[config.mk]
export PLATFORM = sky130hd
export DESIGN_NAME = keyboard_ctl
export DESIGN_NICKNAME = d
export VERILOG_FILES = /design/src/rtl/keyboard_pkg.sv /design/src/rtl/ps2_rx.sv /design/src/rtl/keyboard_ctl.sv
export SDC_FILE = /design/constraint.sdc
export NUM_CORES = 1
export LEC_CHECK = 0
export ABC_AREA = 1
export CAP_MARGIN = 5
export CORE_MARGIN = 5
export CORE_UTILIZATION = 30
export CTS_CLUSTER_SIZE = 14
export DETAILED_ROUTE_END_ITERATION = 7
export SLEW_MARGIN = 20
export SYNTH_ARGS = -nofsm -noshare
export SYNTH_HDL_FRONTEND = slang
export SYNTH_SLANG_ARGS = --single-unit
export TNS_END_PERCENT = 100
[constraint.sdc]
create_clock -name clk -period 3.15 [get_ports clk]
set_input_delay 0.315 -clock clk [delete_from_list [all_inputs] [get_ports clk]]
set_output_delay 0.315 -clock clk [all_outputs]
set_load 0.005 [all_outputs]
[src/rtl/keyboard_pkg.sv]
// Shared scan-code constants and decoder state type for the PS/2 keyboard controller.
// Pure declarations: no logic, no latency, no flow control.
package keyboard_pkg;

   localparam logic [7:0] SC_EXT   = 8'hE0;
   localparam logic [7:0] SC_BREAK = 8'hF0;
   localparam logic [7:0] SC_SPACE = 8'h29;
   localparam logic [7:0] SC_RIGHT = 8'h74;
   localparam logic [7:0] SC_LEFT  = 8'h6B;

   typedef enum logic [1:0] {
      IDLE    = 2'd0,
      BRK     = 2'd1,
      EXT     = 2'd2,
      EXT_BRK = 2'd3
   } dec_state_t;

endpackage

[src/rtl/ps2_rx.sv]
// PS/2 device-to-host receiver: sync, glitch filter, 11-bit framing, odd parity, timeout.
// rx_valid/rx_err pulse one cycle after the filtered 11th falling edge; no backpressure (host must accept).
module ps2_rx #(
   parameter int FILTER_LEN     = 8,
   parameter int TIMEOUT_CYCLES = 65_000
) (
   input  logic       clk,
   input  logic       rst,
   input  logic       ps2_clk,
   input  logic       ps2_data,
   output logic [7:0] rx_data,
   output logic       rx_valid,
   output logic       rx_err
);

   localparam int FW = (FILTER_LEN > 1) ? $clog2(FILTER_LEN) : 1;
   localparam int TW = $clog2(TIMEOUT_CYCLES + 1);
   localparam logic [FW-1:0] FILT_LAST = FW'(FILTER_LEN - 1);
   localparam logic [TW-1:0] TO_LAST   = TW'(TIMEOUT_CYCLES - 1);

   logic          clk_s1, clk_s2, dat_s1, dat_s2;
   logic          clk_filt;
   logic [FW-1:0] filt_cnt;
   logic          fall;
   logic [9:0]    shift;
   logic [3:0]    bit_cnt;
   logic [TW-1:0] to_cnt;
   logic          frame_ok;
   logic          timeout;

   // Pins idle high, so syncs reset high to avoid a false edge after reset.
   always_ff @(posedge clk or posedge rst) begin
      if (rst) begin
         clk_s1 <= 1'b1;
         clk_s2 <= 1'b1;
         dat_s1 <= 1'b1;
         dat_s2 <= 1'b1;
      end else begin
         clk_s1 <= ps2_clk;
         clk_s2 <= clk_s1;
         dat_s1 <= ps2_data;
         dat_s2 <= dat_s1;
      end
   end

   always_ff @(posedge clk or posedge rst) begin
      if (rst) begin
         clk_filt <= 1'b1;
         filt_cnt <= '0;
      end else if (clk_s2 == clk_filt) begin
         filt_cnt <= '0;
      end else if (filt_cnt == FILT_LAST) begin
         clk_filt <= clk_s2;
         filt_cnt <= '0;
      end else begin
         filt_cnt <= filt_cnt + 1'b1;
      end
   end

   assign fall = clk_filt & ~clk_s2 & (filt_cnt == FILT_LAST);

   // After ten shifts: start in [0], d0..d7 in [8:1], parity in [9]; the stop bit is live on dat_s2.
   assign frame_ok = ~shift[0] & dat_s2 & (^shift[9:1]);
   assign timeout  = (bit_cnt != 4'd0) & (to_cnt == TO_LAST);

   always_ff @(posedge clk or posedge rst) begin
      if (rst) begin
         shift    <= '0;
         bit_cnt  <= '0;
         to_cnt   <= '0;
         rx_data  <= '0;
         rx_valid <= 1'b0;
         rx_err   <= 1'b0;
      end else begin
         rx_valid <= 1'b0;
         rx_err   <= 1'b0;
         if (fall) begin
            to_cnt <= '0;
            if (bit_cnt == 4'd10) begin
               bit_cnt <= '0;
               if (frame_ok) begin
                  rx_valid <= 1'b1;
                  rx_data  <= shift[8:1];
               end else begin
                  rx_err <= 1'b1;
               end
            end else begin
               bit_cnt <= bit_cnt + 4'd1;
               shift   <= {dat_s2, shift[9:1]};
            end
         end else if (timeout) begin
            rx_err  <= 1'b1;
            bit_cnt <= '0;
            to_cnt  <= '0;
         end else if (bit_cnt != 4'd0) begin
            to_cnt <= to_cnt + 1'b1;
         end
      end
   end

endmodule

[src/rtl/keyboard_ctl.sv]
// PS/2 keyboard to held-key levels for Space / Right / Left; key outputs update the cycle after a byte.
// No backpressure: the PS/2 device cannot be stalled, every received byte is consumed immediately.
import keyboard_pkg::*;

module keyboard_ctl #(
   parameter int FILTER_LEN     = 8,
   parameter int TIMEOUT_CYCLES = 65_000
) (
   input  logic clk,
   input  logic rst,
   input  logic ps2_clk,
   input  logic ps2_data,
   output logic key_space,
   output logic key_right,
   output logic key_left,
   output logic frame_err
);

   logic [7:0] rx_data;
   logic       rx_valid;
   logic       rx_err;
   dec_state_t state, state_nx;
   logic       space_nx, right_nx, left_nx;

   ps2_rx #(
      .FILTER_LEN     (FILTER_LEN),
      .TIMEOUT_CYCLES (TIMEOUT_CYCLES)
   ) u_rx (
      .clk      (clk),
      .rst      (rst),
      .ps2_clk  (ps2_clk),
      .ps2_data (ps2_data),
      .rx_data  (rx_data),
      .rx_valid (rx_valid),
      .rx_err   (rx_err)
   );

   assign frame_err = rx_err;

   always_ff @(posedge clk or posedge rst) begin
      if (rst) begin
         state     <= IDLE;
         key_space <= 1'b0;
         key_right <= 1'b0;
         key_left  <= 1'b0;
      end else begin
         state     <= state_nx;
         key_space <= space_nx;
         key_right <= right_nx;
         key_left  <= left_nx;
      end
   end

   // A bad frame may have swallowed a prefix byte, so any partial sequence is abandoned.
   always_comb begin
      state_nx = state;
      space_nx = key_space;
      right_nx = key_right;
      left_nx  = key_left;
      if (rx_err) begin
         state_nx = IDLE;
      end else if (rx_valid) begin
         case (state)
            IDLE: begin
               if (rx_data == SC_EXT)
                  state_nx = EXT;
               else if (rx_data == SC_BREAK)
                  state_nx = BRK;
               else if (rx_data == SC_SPACE)
                  space_nx = 1'b1;
            end
            BRK: begin
               state_nx = IDLE;
               if (rx_data == SC_SPACE)
                  space_nx = 1'b0;
            end
            EXT: begin
               if (rx_data == SC_BREAK) begin
                  state_nx = EXT_BRK;
               end else if (rx_data != SC_EXT) begin
                  state_nx = IDLE;
                  if (rx_data == SC_RIGHT)
                     right_nx = 1'b1;
                  else if (rx_data == SC_LEFT)
                     left_nx = 1'b1;
               end
            end
            EXT_BRK: begin
               state_nx = IDLE;
               if (rx_data == SC_RIGHT)
                  right_nx = 1'b0;
               else if (rx_data == SC_LEFT)
                  left_nx = 1'b0;
            end
            default: state_nx = IDLE;
         endcase
      end
   end

endmodule
; After elaboration in Yosys (flattened, before gate mapping)
; Index checks and enable logic that the tools add are counted.
[op_classes]
add_sub_neg = 3
mul = 0
div_mod_pow = 0
order_cmp = 0
eq_ne = 27
shift = 0
mux = 39
n_bitwise = 10
n_reduce_logical = 16
[ops]
columns = op, n
row1 = $mux 16, 3
row2 = $ne 2x2->1 const B, 12
row3 = $mux 1, 21
row4 = $add 16x1->16 const B, 1
row5 = $eq 16x16->1 const B, 1
row6 = $eq 8x7->1 const B, 2
row7 = $eq 8x8->1 const B, 2
row8 = $reduce_and 7->1, 2
row9 = $mux 2, 6
row10 = $mux 4, 3
row11 = $reduce_and 9->1, 1
row12 = $reduce_xor 9->1, 1
row13 = $eq 8x6->1 const B, 1
row14 = $ne 4x3->1 const B, 2
row15 = $ne 8x8->1 const B, 1
row16 = $reduce_bool 2->1, 4
row17 = $mux 3, 2
row18 = $pmux 1 s2, 3
row19 = $pmux 2 s3, 1
row20 = $reduce_and 3->1, 2
row21 = $and 1x1->1, 5
row22 = $not 1->1, 5
row23 = $add 4x1->4 const B, 1
row24 = $eq 2x2->1 const B, 2
row25 = 10 further kinds, 11
[totals]
regBits = 53
latchBits = 0
ramBits = 0
rom_bits = 0
input_bits = 4
out_inout_bits = 4
elab_cells = 111
mem_count = 0

; Longest topological paths before layout
[depth]
depth_word = 6
mapped_depth = 13
depth_no_buf = 13

; By module
; From an unflattened synthesis, not the netlist that was laid out.
[unflattened]
hier_cells = 375
hier_area_um2 = 2922.8
[by_module_without_submodules]
columns = mod, instances, cells_per_inst, area_each_um2
row1 = ps2_rx, 1, 276, 2372.3
row2 = keyboard_ctl, 1, 99, 550.5

; Least setup slack after synthesis
; No wires, ideal clock.
[synth_path]
kind = reg2reg
startpoint = register u_rx.filt_cnt[0]
endpoint = register u_rx.to_cnt[7]
arrival_time_ps = 1588
slack_ps = 1444
stages_incl_launch_ff = 12
cell_sequence = dfrtp_1 ha_1 ha_1 nand2_4 clkinv_4 nor2_4 inv_4 nand2_4 inv_2 nand3_2 xor2_1 nor2_1
[synth_via]
elab_chain_len = 3
elab_cells_between_ends = 4
classes_between = 1 x eq/ne / 1 x mux / 1 x bitwise / 1 x reduce/logical
[synth_rtl]
columns = element, line_no
row1 = "start, declared", ps2_rx.sv:23  ; logic [FW-1:0] filt_cnt;
row2 = "start signal, assigned", ps2_rx.sv:56  ; filt_cnt <= filt_cnt + 1'b1;
row3 = $eq 3x3->1 (*), ps2_rx.sv:60  ; assign fall = clk_filt & ~clk_s2 & (filt_cnt == FILT_LAST);
row4 = $and 1x1->1 (*), ps2_rx.sv:60
row5 = $reduce_bool 3->1 (no source line) or $mux 16 (tied branches), n/a
row6 = "end signal, assigned", ps2_rx.sv:96  ; to_cnt <= to_cnt + 1'b1;
row7 = "end, declared", ps2_rx.sv:27  ; logic [TW-1:0] to_cnt;
; Every way passes the cells marked *; elsewhere a longest branch is shown, timed or not.
; A chain may end at the register's enable or synchronous reset.

; Worst setup path after layout
[layout_path]
startpoint = register u_rx.filt_cnt[0]
endpoint = register u_rx.shift[4]
[layout_via]
elab_chain_len = 3
[layout_rtl]
columns = element, line_no
row1 = $eq 3x3->1, ps2_rx.sv:60
row2 = $and 1x1->1, ps2_rx.sv:60
row3 = $reduce_and 2->1 (no source line), n/a
row4 = "end signal, assigned", ps2_rx.sv:89  ; shift <= {dat_s2, shift[9:1]};
row5 = "end, declared", ps2_rx.sv:25  ; logic [9:0] shift;
; Every way passes these cells.

==> summary.md <==
| Metric | Value |
|---|---|
| Status | `finished clean` |
| Mapped Area | `around 2900 µm²` |
| Clock sink count | `53` |
| Combinational Power Share | `under 10%` |
| Psw | `approximately 280 µW` |
| P_leak | `between 1.5 and 2 nW` |
| Overall die height | `108 µm` |
| Pre-CTS setup slack | `approximately 1.2 ns` |
| Pwr Density | `~390 nW/µm²` |
| Cell mode on critical path | `ha_1` |
| Commonest non-fill, non-tap cell in the layout | `nand2_1` |
| Port bufs | `7` |
| Worst-Skew Late Latency | `approximately 0.29 ns` |
| Switching Share | `around 23%` |
| Initial DRC count | `99` |
| Warnings from Yosys | `0` |
| Largest net degree at the start of global routing | `23` |
| Initial core utilization | `30.8%` |
| Max-Cap Viols | `0` |
| H-tree Lvls | `2` |
| Final Critical Period | `~2 ns` |
| RSZ-0062 raised after global routing | `false` |
| Seq cells post-synth | `between 50 and 60` |
| GRT Total Usage | `between 10% and 20%` |
| Via/cell ratio | `4.41` |
| Initial antenna violation count | `0` |
| CTS tree | `done` |
| Share of layout cells above drive strength 1 | `between 10 and 15%` |
| Hold Fails Final Rpt | `0` |
| Synth Net Count | `367` |
| # rows | `35` |
| Routed WL per cell | `about 10 µm` |
| Final non-filler cell total | `500` |
| Total Wirelength | `5230 µm` |
| Min Hold Slack | `0.344 ns` |
| Vias | `about 2200` |
| Max-slew violation count | `0` |
| Placed cells | `just under 500` |
| CP max stage delay | `0.54 ns` |
| Sequential group share of total power | `roughly three fifths` |
| Setup crit end kind | `flop` |
| CTS Buf Count | `5` |
| Worst path cell trace | `ha_1 > ha_1 > nand2_4 > nor2_2 > inv_1 > nand2_1 > o21ai_0` |
| Fin crit share | `between 60% and 70%` |
| Clock share of power | `around a third` |
| Pint | `950 µW` |
| Placeable Area | `9280 µm²` |
| Synth top area share | `a little over two fifths` |
| Slowest CP cell | `nor2_2` |
| CTS root buffer | `clkbuf_8` |
| Mapped Avg Cell Area | `around 8 µm²` |
| GR Overflow Total | `0` |
| Setup Skew | `around 0.0028 ns` |
| Dpl hpwl | `4020 µm` |
| Most frequent cells in the layout | `nand2_1 (101), inv_1 (51), dfrtp_1 (48), nor2_1 (34), nand3_1 (20)` |
| WP data arrival | `2.13 ns` |
| Max-slew headroom | `a little under three fifths` |
| Crit path kind | `reg2reg` |
| Post-synthesis sequential area ratio | `46.6%` |
| CTS Hold Buffers Added | `0` |
| Transition time of the tightest slew-check pin | `about 0.64 ns` |
| N_diodes | `0` |
| Max FO, Critical Path | `19` |
| Pre-Repair DR Iteration Count | `4` |
| Cell count after synthesis | `around 360` |
| F_max | `514 MHz` |
| PostCTS Resize Cnt | `0` |
| Netlist cell types | `35` |
| First-pass GRT wire length | `9710 µm` |
| Sum Neg Setup Slack | `0 ns` |
| Die span in x | `between 100 and 150 µm` |
| Startpoint types | `flop` |
| Post-CTS setup buffers | `0` |
| Worst vdd ir | `~0.19 mV` |
| Final worst slack | `between 1 and 1.5 ns` |
| Area grow syn2layout | `11.5%` |
| DR DRC count | `0` |
| Vias in the first global route | `around 2200` |
| Routed Antenna Nets | `0` |
| Final setup violation count | `0` |
| Top post-synthesis cells by area | `dfrtp_1 (42%), nand2_1 (13%), inv_1 (6.8%)` |
| # IOs | `8` |
| RD Place Congestion | `0.862` |
| WP data required | `roughly 3.3 ns` |
| Clock-pin slew on the worst setup and hold paths | `around 0.090 ns` |
| Fin util | `34.3%` |
| Die ar. | `between 10000 and 15000 µm²` |
| Hold crit path type | `in2async` |
| Cell taking the most area after synthesis | `dfrtp_1` |
| Final Net Count | `between 300 and 400` |
| Clock Path Buffers | `2` |
flip-flops by register name, indices dropped and copies added (netlist names):
register and flops:
u_rx.clk_s2 1, u_rx.dat_s2 1, key_right 1, u_rx.rx_data 8
u_rx.rx_err 1, u_rx.to_cnt 16, key_space 1, key_left 1
u_rx.filt_cnt 3, u_rx.shift 10, u_rx.clk_s1 1, state 2
u_rx.dat_s1 1, u_rx.rx_valid 1, u_rx.clk_filt 1, u_rx.bit_cnt 4
cells in the mapped netlist, drive strengths merged:
cell and number:
a21oi 10, a31oi 1, buf 2, clkinv 1
dfrtp 48, dfstp 5, ha 7, inv 54
nand2 106, nand3 25, nand3b 1, nand4 8
nor2 41, nor3 11, nor3b 3, nor4 2
o21ai 20, o21bai 1, o22ai 1, o31ai 1
xnor2 2, xor2 6
area by class of cell:
cell class | count | area (µm²)
Timing Repair Buffer | 9 | 85.1
Clock inverter | 1 | 5.00
Multi-Input combinational cell | 246 | 1290
Clock buffer | 7 | 96.3
Inverter | 55 | 214
Tap cell | 129 | 161
Fill cell | 992 | 6100
Sequential cell | 53 | 1330
worst max-delay path, delay by kind of cell, from the launching register on:
| kind | cells | cell delay [ns] |
|---|---|---|
| simple gates | 3 | 0.77 |
| compound gates | 1 | 0.07 |
| flops | 1 | 0.36 |
| fa+ha+maj | 2 | 0.42 |
| buf+inv | 1 | 0.21 |
final timing paths:
path	from	endpoint	slack, ns	cells after the start
setup / recovery	u_rx.filt_cnt[0]$_DFF_PP0_	u_rx.shift[4]$_DFFE_PP0P_	1.21	7
hold / removal	rst	u_rx.rx_data[4]$_DFFE_PP0P_	0.34	2
setup reg to reg	u_rx.filt_cnt[0]$_DFF_PP0_	u_rx.shift[4]$_DFFE_PP0P_	1.21	7
hold reg to reg	u_rx.dat_s1$_DFF_PP1_	u_rx.dat_s2$_DFF_PP1_	0.36	0
max in group asynchronous	rst	u_rx.dat_s1$_DFF_PP1_	2.16	3
min in group clk	u_rx.dat_s1$_DFF_PP1_	u_rx.dat_s2$_DFF_PP1_	0.36	0
through the flow:
step	instance area, µm²	power, mW
4_1_cts	3190	1.26
3_5_place_dp	3090	0.836
5_1_grt	3190	1.31
6_report	3190	1.23
3_3_place_gp	3090	0.833
2_1_floorplan	2860	0.810
kinds of logic after synthesis:
kind of cell	Yosys count	share of synthesized area [%]
xor+xnor	8	2.45
flops	53	46.6
fa+ha+maj	7	3.06
buf+inv	57	8.14
compound gates	34	6.22
simple gates	197	33.5
power groups by stage:
stage,sequential [mW],clock (mW),combinational [mW]
after global routing,0.735,0.464,0.108
after CTS,0.731,0.435,0.0919
after global placement,0.743,0,0.0899
after floorplan,0.740,0,0.0693
final,0.731,0.411,0.0887
after detailed placement,0.744,0,0.0928
layer usage:
layer	part of all wire [%]	vias to the layer above	wire, µm	global-route usage [%]
met3	2.8	5	145	2.22
met5	0	-	0	0
met1	48	1024	2530	13.4
met4	1.0	0	53	2.71
li1	-	1151	-	-
met2	48	24	2500	16.8
Power figures use the tool's default switching activity.
